===== config.mk =====
export PLATFORM = sky130hd
export DESIGN_NAME = pipe_ctrl_unit_flat
export DESIGN_NICKNAME = d
export VERILOG_FILES = /design/src/rtl/pipe_ctrl_if.sv /design/src/rtl/pipe_ctrl_unit.sv /design/src/flat_wrapper.sv
export SDC_FILE = /design/constraint.sdc
export NUM_CORES = 1
export LEC_CHECK = 0
export ABC_AREA = 1
export BUFFER_PORTS_ARGS = -buffer_cell sky130_fd_sc_hd__buf_2
export CAP_MARGIN = 20
export CORE_MARGIN = 3
export CORE_UTILIZATION = 35
export CTS_CLUSTER_DIAMETER = 40
export DETAILED_ROUTE_END_ITERATION = 10
export GPL_TIMING_DRIVEN = 0
export PLACE_DENSITY = 0.69
export SKIP_LAST_GASP = 1
export SLEW_MARGIN = 20
export SYNTH_ARGS = -nofsm -noshare
export SYNTH_HDL_FRONTEND = slang
export SYNTH_SLANG_ARGS = --single-unit

===== constraint.sdc =====
create_clock -name clk -period 2.1 [get_ports clk]
set_input_delay 0.63 -clock clk [delete_from_list [all_inputs] [get_ports clk]]
set_output_delay 0.63 -clock clk [all_outputs]
set_load 0.05 [all_outputs]

===== src/rtl/pipe_ctrl_if.sv =====
// Signal bundle between the pipeline datapath and the central control unit.
// The datapath side is the master; the control unit is the slave.
interface pipe_ctrl_if;
    logic [31:0] id_inst;
    logic        id_stall;
    logic        ex_cmp;
    logic [4:0]  mem_rd;
    logic        mem_regwrite;
    logic [4:0]  wb_rd;
    logic        wb_regwrite;

    logic        ext_sz;
    logic        ex_memread;
    logic        ex_memwrite;
    logic        ex_regwrite;
    logic [1:0]  ex_regsrc;
    logic [1:0]  ex_regdst;
    logic        ex_aluasrc;
    logic        ex_alubsrc;
    logic [3:0]  ex_aluop;
    logic [2:0]  ex_cmpop;
    logic        ex_isjr;
    logic [1:0]  ex_memmode;
    logic [1:0]  ex_memext;
    logic [4:0]  ex_rs;
    logic [4:0]  ex_rt;
    logic [1:0]  fwd_a;
    logic [1:0]  fwd_b;
    logic [1:0]  pc_br;
    logic        ifid_clear;
    logic        idex_clear;

    modport master (
        output id_inst, id_stall, ex_cmp, mem_rd, mem_regwrite, wb_rd, wb_regwrite,
        input  ext_sz, ex_memread, ex_memwrite, ex_regwrite, ex_regsrc, ex_regdst,
               ex_aluasrc, ex_alubsrc, ex_aluop, ex_cmpop, ex_isjr, ex_memmode,
               ex_memext, ex_rs, ex_rt, fwd_a, fwd_b, pc_br, ifid_clear, idex_clear
    );

    modport slave (
        input  id_inst, id_stall, ex_cmp, mem_rd, mem_regwrite, wb_rd, wb_regwrite,
        output ext_sz, ex_memread, ex_memwrite, ex_regwrite, ex_regsrc, ex_regdst,
               ex_aluasrc, ex_alubsrc, ex_aluop, ex_cmpop, ex_isjr, ex_memmode,
               ex_memext, ex_rs, ex_rt, fwd_a, fwd_b, pc_br, ifid_clear, idex_clear
    );
endinterface


===== src/rtl/pipe_ctrl_unit.sv =====
// Central MIPS pipeline control: ID decode, ID/EX control register,
// branch/JR redirect and ALU operand forwarding selects.
module pipe_ctrl_unit (
    input  logic      clk,
    input  logic      rst,
    pipe_ctrl_if.slave bus
);
    localparam logic [5:0] OP_RTYPE = 6'h00, OP_REGIMM = 6'h01, OP_JAL = 6'h03,
                           OP_BEQ = 6'h04, OP_BNE = 6'h05, OP_BLEZ = 6'h06, OP_BGTZ = 6'h07,
                           OP_ADDI = 6'h08, OP_ADDIU = 6'h09, OP_SLTI = 6'h0A, OP_SLTIU = 6'h0B,
                           OP_ANDI = 6'h0C, OP_ORI = 6'h0D, OP_XORI = 6'h0E, OP_LUI = 6'h0F,
                           OP_LB = 6'h20, OP_LH = 6'h21, OP_LW = 6'h23, OP_LBU = 6'h24,
                           OP_LHU = 6'h25, OP_SB = 6'h28, OP_SH = 6'h29, OP_SW = 6'h2B;

    localparam logic [5:0] F_SLL = 6'h00, F_SRL = 6'h02, F_SRA = 6'h03, F_SLLV = 6'h04,
                           F_SRLV = 6'h06, F_SRAV = 6'h07, F_JR = 6'h08, F_JALR = 6'h09,
                           F_ADD = 6'h20, F_ADDU = 6'h21, F_SUB = 6'h22, F_SUBU = 6'h23,
                           F_AND = 6'h24, F_OR = 6'h25, F_XOR = 6'h26, F_NOR = 6'h27,
                           F_SLT = 6'h2A, F_SLTU = 6'h2B;

    localparam logic [3:0] ALU_ADD = 4'd0, ALU_SUB = 4'd1, ALU_AND = 4'd2, ALU_OR = 4'd3,
                           ALU_XOR = 4'd4, ALU_NOR = 4'd5, ALU_SLL = 4'd6, ALU_SRL = 4'd7,
                           ALU_SRA = 4'd8, ALU_SLT = 4'd9, ALU_SLTU = 4'd10, ALU_LUI = 4'd11;

    localparam logic [2:0] CMP_EQ = 3'd1, CMP_NE = 3'd2, CMP_LEZ = 3'd3, CMP_GTZ = 3'd4,
                           CMP_LTZ = 3'd5, CMP_GEZ = 3'd6;

    localparam logic [1:0] SRC_MEM = 2'd1, SRC_PC4 = 2'd2;
    localparam logic [1:0] DST_RD = 2'd0, DST_RT = 2'd1, DST_R31 = 2'd2;
    localparam logic [1:0] MODE_WORD = 2'd0, MODE_HALF = 2'd1, MODE_BYTE = 2'd2;

    typedef struct packed {
        logic       memread;
        logic       memwrite;
        logic       regwrite;
        logic [1:0] regsrc;
        logic [1:0] regdst;
        logic       aluasrc;
        logic       alubsrc;
        logic [3:0] aluop;
        logic [2:0] cmpop;
        logic       isjr;
        logic [1:0] memmode;
        logic [1:0] memext;
    } ctrl_t;

    logic [5:0] op;
    logic [5:0] funct;
    logic [4:0] inst_rs;
    logic [4:0] inst_rt;
    ctrl_t      dec;
    logic       dec_ext;
    ctrl_t      ex_ctrl;
    logic [4:0] ex_rs_q;
    logic [4:0] ex_rt_q;
    logic [1:0] pc_br_c;
    logic       flush;
    logic       unused_inst_bits;

    assign op      = bus.id_inst[31:26];
    assign funct   = bus.id_inst[5:0];
    assign inst_rs = bus.id_inst[25:21];
    assign inst_rt = bus.id_inst[20:16];
    assign unused_inst_bits = &{1'b0, bus.id_inst[15:6]};

    always_comb begin
        dec     = '0;
        dec_ext = 1'b0;
        case (op)
            OP_RTYPE: begin
                dec.regwrite = 1'b1;
                dec.regdst   = DST_RD;
                case (funct)
                    F_SLL:          begin dec.aluasrc = 1'b1; dec.aluop = ALU_SLL; end
                    F_SRL:          begin dec.aluasrc = 1'b1; dec.aluop = ALU_SRL; end
                    F_SRA:          begin dec.aluasrc = 1'b1; dec.aluop = ALU_SRA; end
                    F_SLLV:         dec.aluop = ALU_SLL;
                    F_SRLV:         dec.aluop = ALU_SRL;
                    F_SRAV:         dec.aluop = ALU_SRA;
                    F_JR:           begin dec.isjr = 1'b1; dec.regwrite = 1'b0; end
                    F_JALR:         begin dec.isjr = 1'b1; dec.regsrc = SRC_PC4; end
                    F_ADD, F_ADDU:  dec.aluop = ALU_ADD;
                    F_SUB, F_SUBU:  dec.aluop = ALU_SUB;
                    F_AND:          dec.aluop = ALU_AND;
                    F_OR:           dec.aluop = ALU_OR;
                    F_XOR:          dec.aluop = ALU_XOR;
                    F_NOR:          dec.aluop = ALU_NOR;
                    F_SLT:          dec.aluop = ALU_SLT;
                    F_SLTU:         dec.aluop = ALU_SLTU;
                    default:        dec = '0;
                endcase
            end
            OP_REGIMM: begin
                // Only BLTZ (rt=0) and BGEZ (rt=1) are implemented
                if (inst_rt == 5'd0) begin
                    dec.cmpop = CMP_LTZ;
                    dec_ext   = 1'b1;
                end else if (inst_rt == 5'd1) begin
                    dec.cmpop = CMP_GEZ;
                    dec_ext   = 1'b1;
                end
            end
            OP_JAL: begin
                dec.regwrite = 1'b1;
                dec.regsrc   = SRC_PC4;
                dec.regdst   = DST_R31;
            end
            OP_BEQ:  begin dec.cmpop = CMP_EQ;  dec_ext = 1'b1; end
            OP_BNE:  begin dec.cmpop = CMP_NE;  dec_ext = 1'b1; end
            OP_BLEZ: begin dec.cmpop = CMP_LEZ; dec_ext = 1'b1; end
            OP_BGTZ: begin dec.cmpop = CMP_GTZ; dec_ext = 1'b1; end
            OP_ADDI, OP_ADDIU, OP_SLTI, OP_SLTIU,
            OP_ANDI, OP_ORI, OP_XORI, OP_LUI: begin
                dec.regwrite = 1'b1;
                dec.regdst   = DST_RT;
                dec.alubsrc  = 1'b1;
                case (op)
                    OP_ADDI, OP_ADDIU: begin dec.aluop = ALU_ADD;  dec_ext = 1'b1; end
                    OP_SLTI:           begin dec.aluop = ALU_SLT;  dec_ext = 1'b1; end
                    OP_SLTIU:          begin dec.aluop = ALU_SLTU; dec_ext = 1'b1; end
                    OP_ANDI:           dec.aluop = ALU_AND;
                    OP_ORI:            dec.aluop = ALU_OR;
                    OP_XORI:           dec.aluop = ALU_XOR;
                    default:           dec.aluop = ALU_LUI;
                endcase
            end
            OP_LB, OP_LH, OP_LW, OP_LBU, OP_LHU: begin
                dec.memread  = 1'b1;
                dec.regwrite = 1'b1;
                dec.regsrc   = SRC_MEM;
                dec.regdst   = DST_RT;
                dec.alubsrc  = 1'b1;
                dec.aluop    = ALU_ADD;
                dec_ext      = 1'b1;
                case (op)
                    OP_LB:   begin dec.memmode = MODE_BYTE; dec.memext = 2'd1; end
                    OP_LH:   begin dec.memmode = MODE_HALF; dec.memext = 2'd1; end
                    OP_LBU:  dec.memmode = MODE_BYTE;
                    OP_LHU:  dec.memmode = MODE_HALF;
                    default: dec.memmode = MODE_WORD;
                endcase
            end
            OP_SB, OP_SH, OP_SW: begin
                dec.memwrite = 1'b1;
                dec.alubsrc  = 1'b1;
                dec.aluop    = ALU_ADD;
                dec_ext      = 1'b1;
                case (op)
                    OP_SB:   dec.memmode = MODE_BYTE;
                    OP_SH:   dec.memmode = MODE_HALF;
                    default: dec.memmode = MODE_WORD;
                endcase
            end
            default: begin
                dec     = '0;
                dec_ext = 1'b0;
            end
        endcase
    end

    // A redirect out of EX and a load-use stall both turn ID/EX into a bubble;
    // source IDs are still captured so forwarding compares stay defined.
    always_ff @(posedge clk) begin
        if (rst) begin
            ex_ctrl <= '0;
            ex_rs_q <= '0;
            ex_rt_q <= '0;
        end else begin
            ex_rs_q <= inst_rs;
            ex_rt_q <= inst_rt;
            if (bus.id_stall || flush) ex_ctrl <= '0;
            else                       ex_ctrl <= dec;
        end
    end

    always_comb begin
        pc_br_c = 2'd0;
        if (ex_ctrl.isjr)    pc_br_c = 2'd1;
        else if (bus.ex_cmp) pc_br_c = 2'd2;
    end

    assign flush = (pc_br_c != 2'd0);

    function automatic logic [1:0] fwd_sel(input logic [4:0] src,
                                           input logic [4:0] m_rd, input logic m_we,
                                           input logic [4:0] w_rd, input logic w_we);
        if (m_we && (m_rd != 5'd0) && (m_rd == src))      return 2'd2;
        else if (w_we && (w_rd != 5'd0) && (w_rd == src)) return 2'd1;
        else                                              return 2'd0;
    endfunction

    assign bus.fwd_a = fwd_sel(ex_rs_q, bus.mem_rd, bus.mem_regwrite, bus.wb_rd, bus.wb_regwrite);
    assign bus.fwd_b = fwd_sel(ex_rt_q, bus.mem_rd, bus.mem_regwrite, bus.wb_rd, bus.wb_regwrite);

    assign bus.ext_sz      = dec_ext;
    assign bus.ex_memread  = ex_ctrl.memread;
    assign bus.ex_memwrite = ex_ctrl.memwrite;
    assign bus.ex_regwrite = ex_ctrl.regwrite;
    assign bus.ex_regsrc   = ex_ctrl.regsrc;
    assign bus.ex_regdst   = ex_ctrl.regdst;
    assign bus.ex_aluasrc  = ex_ctrl.aluasrc;
    assign bus.ex_alubsrc  = ex_ctrl.alubsrc;
    assign bus.ex_aluop    = ex_ctrl.aluop;
    assign bus.ex_cmpop    = ex_ctrl.cmpop;
    assign bus.ex_isjr     = ex_ctrl.isjr;
    assign bus.ex_memmode  = ex_ctrl.memmode;
    assign bus.ex_memext   = ex_ctrl.memext;
    assign bus.ex_rs       = ex_rs_q;
    assign bus.ex_rt       = ex_rt_q;
    assign bus.pc_br       = pc_br_c;
    assign bus.ifid_clear  = flush;
    assign bus.idex_clear  = flush;
endmodule


===== src/flat_wrapper.sv =====
// flat-port wrapper written by rule: the top's interface ports become plain ports
module pipe_ctrl_unit_flat 
  (clk, rst, bus_id_inst, bus_id_stall, bus_ex_cmp, bus_mem_rd, bus_mem_regwrite, bus_wb_rd, bus_wb_regwrite, bus_ext_sz, bus_ex_memread, bus_ex_memwrite, bus_ex_regwrite, bus_ex_regsrc, bus_ex_regdst, bus_ex_aluasrc, bus_ex_alubsrc, bus_ex_aluop, bus_ex_cmpop, bus_ex_isjr, bus_ex_memmode, bus_ex_memext, bus_ex_rs, bus_ex_rt, bus_fwd_a, bus_fwd_b, bus_pc_br, bus_ifid_clear, bus_idex_clear);
  pipe_ctrl_if bus_i ();
  input  logic clk;
  input  logic rst;
  input wire logic [$bits(bus_i.id_inst)-1:0] bus_id_inst;
  input wire logic [$bits(bus_i.id_stall)-1:0] bus_id_stall;
  input wire logic [$bits(bus_i.ex_cmp)-1:0] bus_ex_cmp;
  input wire logic [$bits(bus_i.mem_rd)-1:0] bus_mem_rd;
  input wire logic [$bits(bus_i.mem_regwrite)-1:0] bus_mem_regwrite;
  input wire logic [$bits(bus_i.wb_rd)-1:0] bus_wb_rd;
  input wire logic [$bits(bus_i.wb_regwrite)-1:0] bus_wb_regwrite;
  output wire logic [$bits(bus_i.ext_sz)-1:0] bus_ext_sz;
  output wire logic [$bits(bus_i.ex_memread)-1:0] bus_ex_memread;
  output wire logic [$bits(bus_i.ex_memwrite)-1:0] bus_ex_memwrite;
  output wire logic [$bits(bus_i.ex_regwrite)-1:0] bus_ex_regwrite;
  output wire logic [$bits(bus_i.ex_regsrc)-1:0] bus_ex_regsrc;
  output wire logic [$bits(bus_i.ex_regdst)-1:0] bus_ex_regdst;
  output wire logic [$bits(bus_i.ex_aluasrc)-1:0] bus_ex_aluasrc;
  output wire logic [$bits(bus_i.ex_alubsrc)-1:0] bus_ex_alubsrc;
  output wire logic [$bits(bus_i.ex_aluop)-1:0] bus_ex_aluop;
  output wire logic [$bits(bus_i.ex_cmpop)-1:0] bus_ex_cmpop;
  output wire logic [$bits(bus_i.ex_isjr)-1:0] bus_ex_isjr;
  output wire logic [$bits(bus_i.ex_memmode)-1:0] bus_ex_memmode;
  output wire logic [$bits(bus_i.ex_memext)-1:0] bus_ex_memext;
  output wire logic [$bits(bus_i.ex_rs)-1:0] bus_ex_rs;
  output wire logic [$bits(bus_i.ex_rt)-1:0] bus_ex_rt;
  output wire logic [$bits(bus_i.fwd_a)-1:0] bus_fwd_a;
  output wire logic [$bits(bus_i.fwd_b)-1:0] bus_fwd_b;
  output wire logic [$bits(bus_i.pc_br)-1:0] bus_pc_br;
  output wire logic [$bits(bus_i.ifid_clear)-1:0] bus_ifid_clear;
  output wire logic [$bits(bus_i.idex_clear)-1:0] bus_idex_clear;
  assign bus_i.id_inst = bus_id_inst;
  assign bus_i.id_stall = bus_id_stall;
  assign bus_i.ex_cmp = bus_ex_cmp;
  assign bus_i.mem_rd = bus_mem_rd;
  assign bus_i.mem_regwrite = bus_mem_regwrite;
  assign bus_i.wb_rd = bus_wb_rd;
  assign bus_i.wb_regwrite = bus_wb_regwrite;
  assign bus_ext_sz = bus_i.ext_sz;
  assign bus_ex_memread = bus_i.ex_memread;
  assign bus_ex_memwrite = bus_i.ex_memwrite;
  assign bus_ex_regwrite = bus_i.ex_regwrite;
  assign bus_ex_regsrc = bus_i.ex_regsrc;
  assign bus_ex_regdst = bus_i.ex_regdst;
  assign bus_ex_aluasrc = bus_i.ex_aluasrc;
  assign bus_ex_alubsrc = bus_i.ex_alubsrc;
  assign bus_ex_aluop = bus_i.ex_aluop;
  assign bus_ex_cmpop = bus_i.ex_cmpop;
  assign bus_ex_isjr = bus_i.ex_isjr;
  assign bus_ex_memmode = bus_i.ex_memmode;
  assign bus_ex_memext = bus_i.ex_memext;
  assign bus_ex_rs = bus_i.ex_rs;
  assign bus_ex_rt = bus_i.ex_rt;
  assign bus_fwd_a = bus_i.fwd_a;
  assign bus_fwd_b = bus_i.fwd_b;
  assign bus_pc_br = bus_i.pc_br;
  assign bus_ifid_clear = bus_i.ifid_clear;
  assign bus_idex_clear = bus_i.idex_clear;
  pipe_ctrl_unit u_core (.clk(clk), .rst(rst), .bus(bus_i));
endmodule

; Word level (Yosys, flattened, before mapping)
; Cells that the tools add are included.
[totals]
inputBits = 48
regBits = 31
out_inout_bits = 40
wordCells = 124
[op_classes]
n_eq_ne = 44
n_mux = 29
reduce_logical = 35
bitwise = 2
[ops]
columns = cell, count
row1 = $eq A6 B6 Y1 const B, 18
row2 = $eq A6 B4 Y1 const B, 10
row3 = $eq A6 B3 Y1 const B, 7
row4 = $pmux W4 S10, 1
row5 = $pmux W4 S6, 1
row6 = $eq A5 B5 Y1, 4
row7 = $reduce_or A2 Y1, 10
row8 = $eq A6 B2 Y1 const B, 3
row9 = $reduce_or A17 Y1, 1
row10 = $pmux W2 S2, 4
row11 = $reduce_or A8 Y1, 2
row12 = $pmux W3 S5, 1
row13 = $pmux W5 S3, 1
row14 = $reduce_or A14 Y1, 1
row15 = $reduce_or A13 Y1, 1
row16 = $logic_not A6 Y1, 2
row17 = $reduce_or A12 Y1, 1
row18 = $reduce_or A3 Y1, 4
row19 = $mux W1, 11
row20 = $mux W2, 5
row21 = $reduce_bool A5 Y1, 2
row22 = $eq A6 B1 Y1 const B, 1
row23 = $logic_and A1 B1 Y1, 6
row24 = $mux W3, 2
row25 = other kinds (10), 11

; Logic depth before layout (Yosys ltp)
[depth]
depth_word = 5
mapped_depth = 10
mapped_depth_nobuf = 10

; Least setup slack after synthesis
; OpenSTA, ideal clock, no wires.
[synth_path]
path_kind = register -> output
from = register u_core.ex_rt_q[0] (netlist: u_core.bus.ex_rt[0])
to = output bus_fwd_b[0]
n_path_buf = 0
arrival_ps = 3111
stages_incl_launch_ff = 5
t_required_ps = 1470
path_slack_ps = -1641
cell_sequence = dfxtp_1 -> xnor2_1 -> nand3_1 -> nor4_1 -> nor2_1
[synth_between]
elab_chain_cells = 4
elab_cells_between_ends = 6
[synth_rtl]
columns = item, line_no
row1 = from (decl), pipe_ctrl_unit.sv:55  ; logic [4:0] ex_rt_q;
row2 = from (signal assigned), pipe_ctrl_unit.sv:170  ; ex_rt_q <= inst_rt;
row3 = $eq A5 B5 Y1, pipe_ctrl_unit.sv:188  ; else if (w_we && (w_rd != 5'd0) && (w_rd == src)) return 2'd1;
row4 = $logic_and A1 B1 Y1, pipe_ctrl_unit.sv:188
row5 = $mux W1, pipe_ctrl_unit.sv:188
row6 = $mux W2 (*), pipe_ctrl_unit.sv:187  ; if (m_we && (m_rd != 5'd0) && (m_rd == src)) return 2'd2;
row7 = to (decl), flat_wrapper.sv:30  ; output wire logic [$bits(bus_i.fwd_b)-1:0] bus_fwd_b;
; Every way passes the cells marked *; elsewhere a longest branch is shown, timed or not.

; Worst setup path after layout
[layout_path]
from = input bus_id_inst[29]
to = output bus_ext_sz
[layout_between]
elab_chain_cells = 4
elab_cells_between_ends = 26
[layout_rtl]
columns = item, line_no
row1 = from (decl), flat_wrapper.sv:7  ; input wire logic [$bits(bus_i.id_inst)-1:0] bus_id_inst;
row2 = $eq A6 B4 Y1, "pipe_ctrl_unit.sv:69, pipe_ctrl_unit.sv:117"
row3 = $reduce_or A4 Y1 (no source line), n/a
row4 = $mux W1, pipe_ctrl_unit.sv:117  ; case (op)
row5 = $pmux W1 S3 (*), pipe_ctrl_unit.sv:69  ; case (op)
row6 = to (decl), flat_wrapper.sv:14  ; output wire logic [$bits(bus_i.ext_sz)-1:0] bus_ext_sz;
; Marks and branches as above.

==> out/results.tsv <==
stage	metric	value	unit
floorplan	rows	25	
global_routing	overflow	0	
floorplan	coreArea	4790	um^2
global_routing	grt_pass1_vias	1960	
power_and_ir_drop	p_total	1.41	mW
synth	synth.avg_cell_area	6.89	um^2
place	gp_congestion	0.900	
critical_path	worstPathArrival	1.58	ns
run_status	violations	negative setup slack	
timing	finalMaxSlewViolations	0	
route	drcViolationCount	0	
critical_path	path_class	input port to output pin	
timing	min_period	2.21	ns
critical_path	cpLargestDelayFamily	simple AND/OR/NAND/NOR gates	
power_and_ir_drop	power_density	497	nW/um^2
floorplan	start_util	36.7	%
floorplan	die_h	76.8	um
floorplan	die_width	76.8	um
clock_tree	worstSkewPairLatency	0.27	ns
place	placed_cells	397	
clock_tree	clkTransAtPathRegs	0.06	ns
clock_tree	cts_tree	built	
synth	syn_area	1760	um^2
route	vias	1987	
timing	hold_viol	0	
critical_path	required	1.47	ns
critical_path	crit_chain	buf_2 -> nor2_2 -> nand2_2 -> nor2_4 -> inv_2 -> nand4_1 -> buf_6	
route	drt_iter0_drc	54	
global_routing	grt_pass1_wl	8910	um
clock_tree	htreeDepth	2	
final_layout	num_antenna_cells	0	
synth	yosysWarnings	0	
final_layout	final_common_cell	buf_2	
timing	setup_slack	-0.115	ns
final_layout	fin_cells	416	
route	drt_wl_total	5200	um
route	wl_per_cell	12.5	um
critical_path	path_max_fanout	7	
synth	netlist-cell-type-count	31	
power_and_ir_drop	peakVddDrop	0.306	mV
route	dr.pass1.iters	4	
timing	finalCritPeriodShare	105	%
critical_path	cp-start-kind	input port	
place	dpl.hpwl	3840	um
final_layout	area_growth	62.0	%
timing	setup_viol	5	
clock_tree	cts-root-buf	clkbuf_8	
run	cap_violations	0	
global_routing	grt_antenna_before_repair	0	
run_status	outcome	complete, but fails checks	
place	numPortBuffers	75	
critical_path	cpPeakStageDelay	0.20	ns
route	ant_nets	0	
synth	syn-instance-count	255	
clock_tree	clock_sinks	30	
floorplan	io_pins	88	
clock_tree	clock_path_buffers	2	
synth	seq_area_frac_synth	34.2	%
critical_path	slowest_stage	nor2_2	
floorplan	dieArea	5910	um^2
critical_path	r2r_slack	0.75	ns
clock_tree	cts_buffers	5	
min_path	hp-class	input port to flip-flop	
timing	rsz0062_at_grt	yes	
power_and_ir_drop	power_leakage	1.40	nW
timing	fin_skew	0.00483	ns
final_layout	fin_nets	397	
critical_path	crit_buf_inv	3	
timing	fmax	0.452	GHz
final_layout	most-common-layout-cells	59 x buf_2, 40 x nor2_1, 38 x nand2_1	
route	viasPerCell	4.78	
final_layout	drive_gt1_share	45.3	%
timing	hold_slack	0.551	ns
global_routing	grt_usage	18.3	%
global_routing	grt_max_degree	11	
synth	syn_nets	303	
synth	ys_seq_elements	30	
critical_path	critPathCaptureType	output pin	
[power by group]
part	leakage [nW]	internal [mW]	switching [mW]	total (mW)
logic	1.11	0.154	0.232	0.385
clock network	0.0438	0.222	0.204	0.426
registers	0.246	0.583	0.0199	0.603
[state kept, by name, summed over array words and instances (netlist names)]
register / cells
u_core.bus.ex_memread: 1
u_core.bus.ex_aluop: 4
u_core.bus.ex_isjr: 1
u_core.bus.ex_regsrc: 2
u_core.bus.ex_regwrite: 1
u_core.bus.ex_cmpop: 3
u_core.bus.ex_alubsrc: 1
u_core.bus.ex_aluasrc: 1
u_core.bus.ex_memmode: 2
u_core.bus.ex_rs: 5
u_core.bus.ex_memext: 1
u_core.bus.ex_regdst: 2
u_core.bus.ex_rt: 5
u_core.bus.ex_memwrite: 1
[per-stage QoR]
stage,setup TNS (ns),utilization (%),area [um^2],setup slack (ns)
final,-0.381,59.5,2850,-0.115
after global routing,-0.657,59.5,2850,-0.171
after CTS,-0.311,59.1,2830,-0.0741
after detailed placement,-1.68,50.9,2430,-0.362
after global placement,-1.50,50.9,2430,-0.314
after floorplan,-1.02,-,1980,-0.332
[Yosys cell counts]
library cell	count	area [um^2]
o21ai_0	5	25.0
xnor2_1	10	87.6
nand2_2	2	12.5
inv_2	4	15.0
nor2_4	3	33.8
a22oi_1	1	7.51
nand3_2	2	20.0
nand3_1	26	130
buf_4	4	30.0
nor2_1	47	176
clkbuf_1	1	3.75
dfxtp_1	30	601
xor2_1	10	87.6
o2111ai_1	1	8.76
a21oi_2	2	17.5
o21ai_1	1	5.00
conb_1	1	3.75
o22ai_2	1	12.5
o211ai_1	2	15.0
nor4_1	4	25.0
nand2_1	42	158
or2_4	1	8.76
nor3_1	3	15.0
nand4_1	7	43.8
o21ai_2	1	8.76
nor2_2	4	25.0
a21oi_1	4	20.0
inv_4	1	6.26
nor2_8	1	20.0
inv_1	33	124
nor3_2	1	10.0
[per-layer routing]
metal / routed length [um] / global-route usage [%] / share of wire, %
met1: 2060 / 21.6 / 40
met2: 2700 / 32.4 / 52
met3: 335 / 4.11 / 6.4
met4: 95 / 6.52 / 1.8
met5: 0 / 0 / 0
[worst paths after layout]
kind / from / endpoint / depth (start not counted)
worst max-delay path: bus_id_inst[29] / bus_ext_sz / 7
worst min-delay path: bus_id_inst[23] / u_core.bus.ex_rs[2] / 3
worst max register to register: u_core.bus.ex_isjr / u_core.bus.ex_aluop[0] / 8
worst min register to register: u_core.bus.ex_isjr / u_core.bus.ex_regwrite / 6
[worst reg2reg max path, stage by stage, from the launching register on]
cell,delay [ns]
dfxtp_1,0.33
nor2_1,0.11
inv_2,0.05
or2_4,0.25
nor2_8,0.14
nand2_1,0.14
nand2_2,0.12
nor2_1,0.05
a21oi_2,0.10
[cell families (layout without fill, tap and decap cells)]
| kind of cell | after synthesis | after routing | synth area share, % |
|---|---|---|---|
| and+or+nand+nor | 143 | 143 | 38.6 |
| buffers and inverters | 43 | 137 | 10.2 |
| xor gates and xnor gates | 20 | 20 | 9.97 |
| AOI/OAI and AO/OA | 18 | 18 | 6.84 |
| other | 1 | 1 | 0.213 |
| DFF | 30 | 30 | 34.2 |
[cell type report]
class / count / area, um^2
inverter: 38 / 160
sequential: 30 / 608
buffer: 5 / 46.3
clock inverter: 2 / 10.0
tap: 67 / 83.8
clock buffer: 5 / 68.8
fill: 429 / 1940
timing repair buffer: 87 / 598
multi-input combinational: 182 / 1270
[repair_timing]
action                                  in CTS  in global routing
buffers inserted                            12                  1
pin swaps                                   17                  6
hold buffers                                 0                  0
hold endpoints to repair                     0                  0
cloned                                       0                  0
gates resized for setup                     58                  8
endpoints found under the setup margin       5                  7
Power figures use the tool's default switching activity.
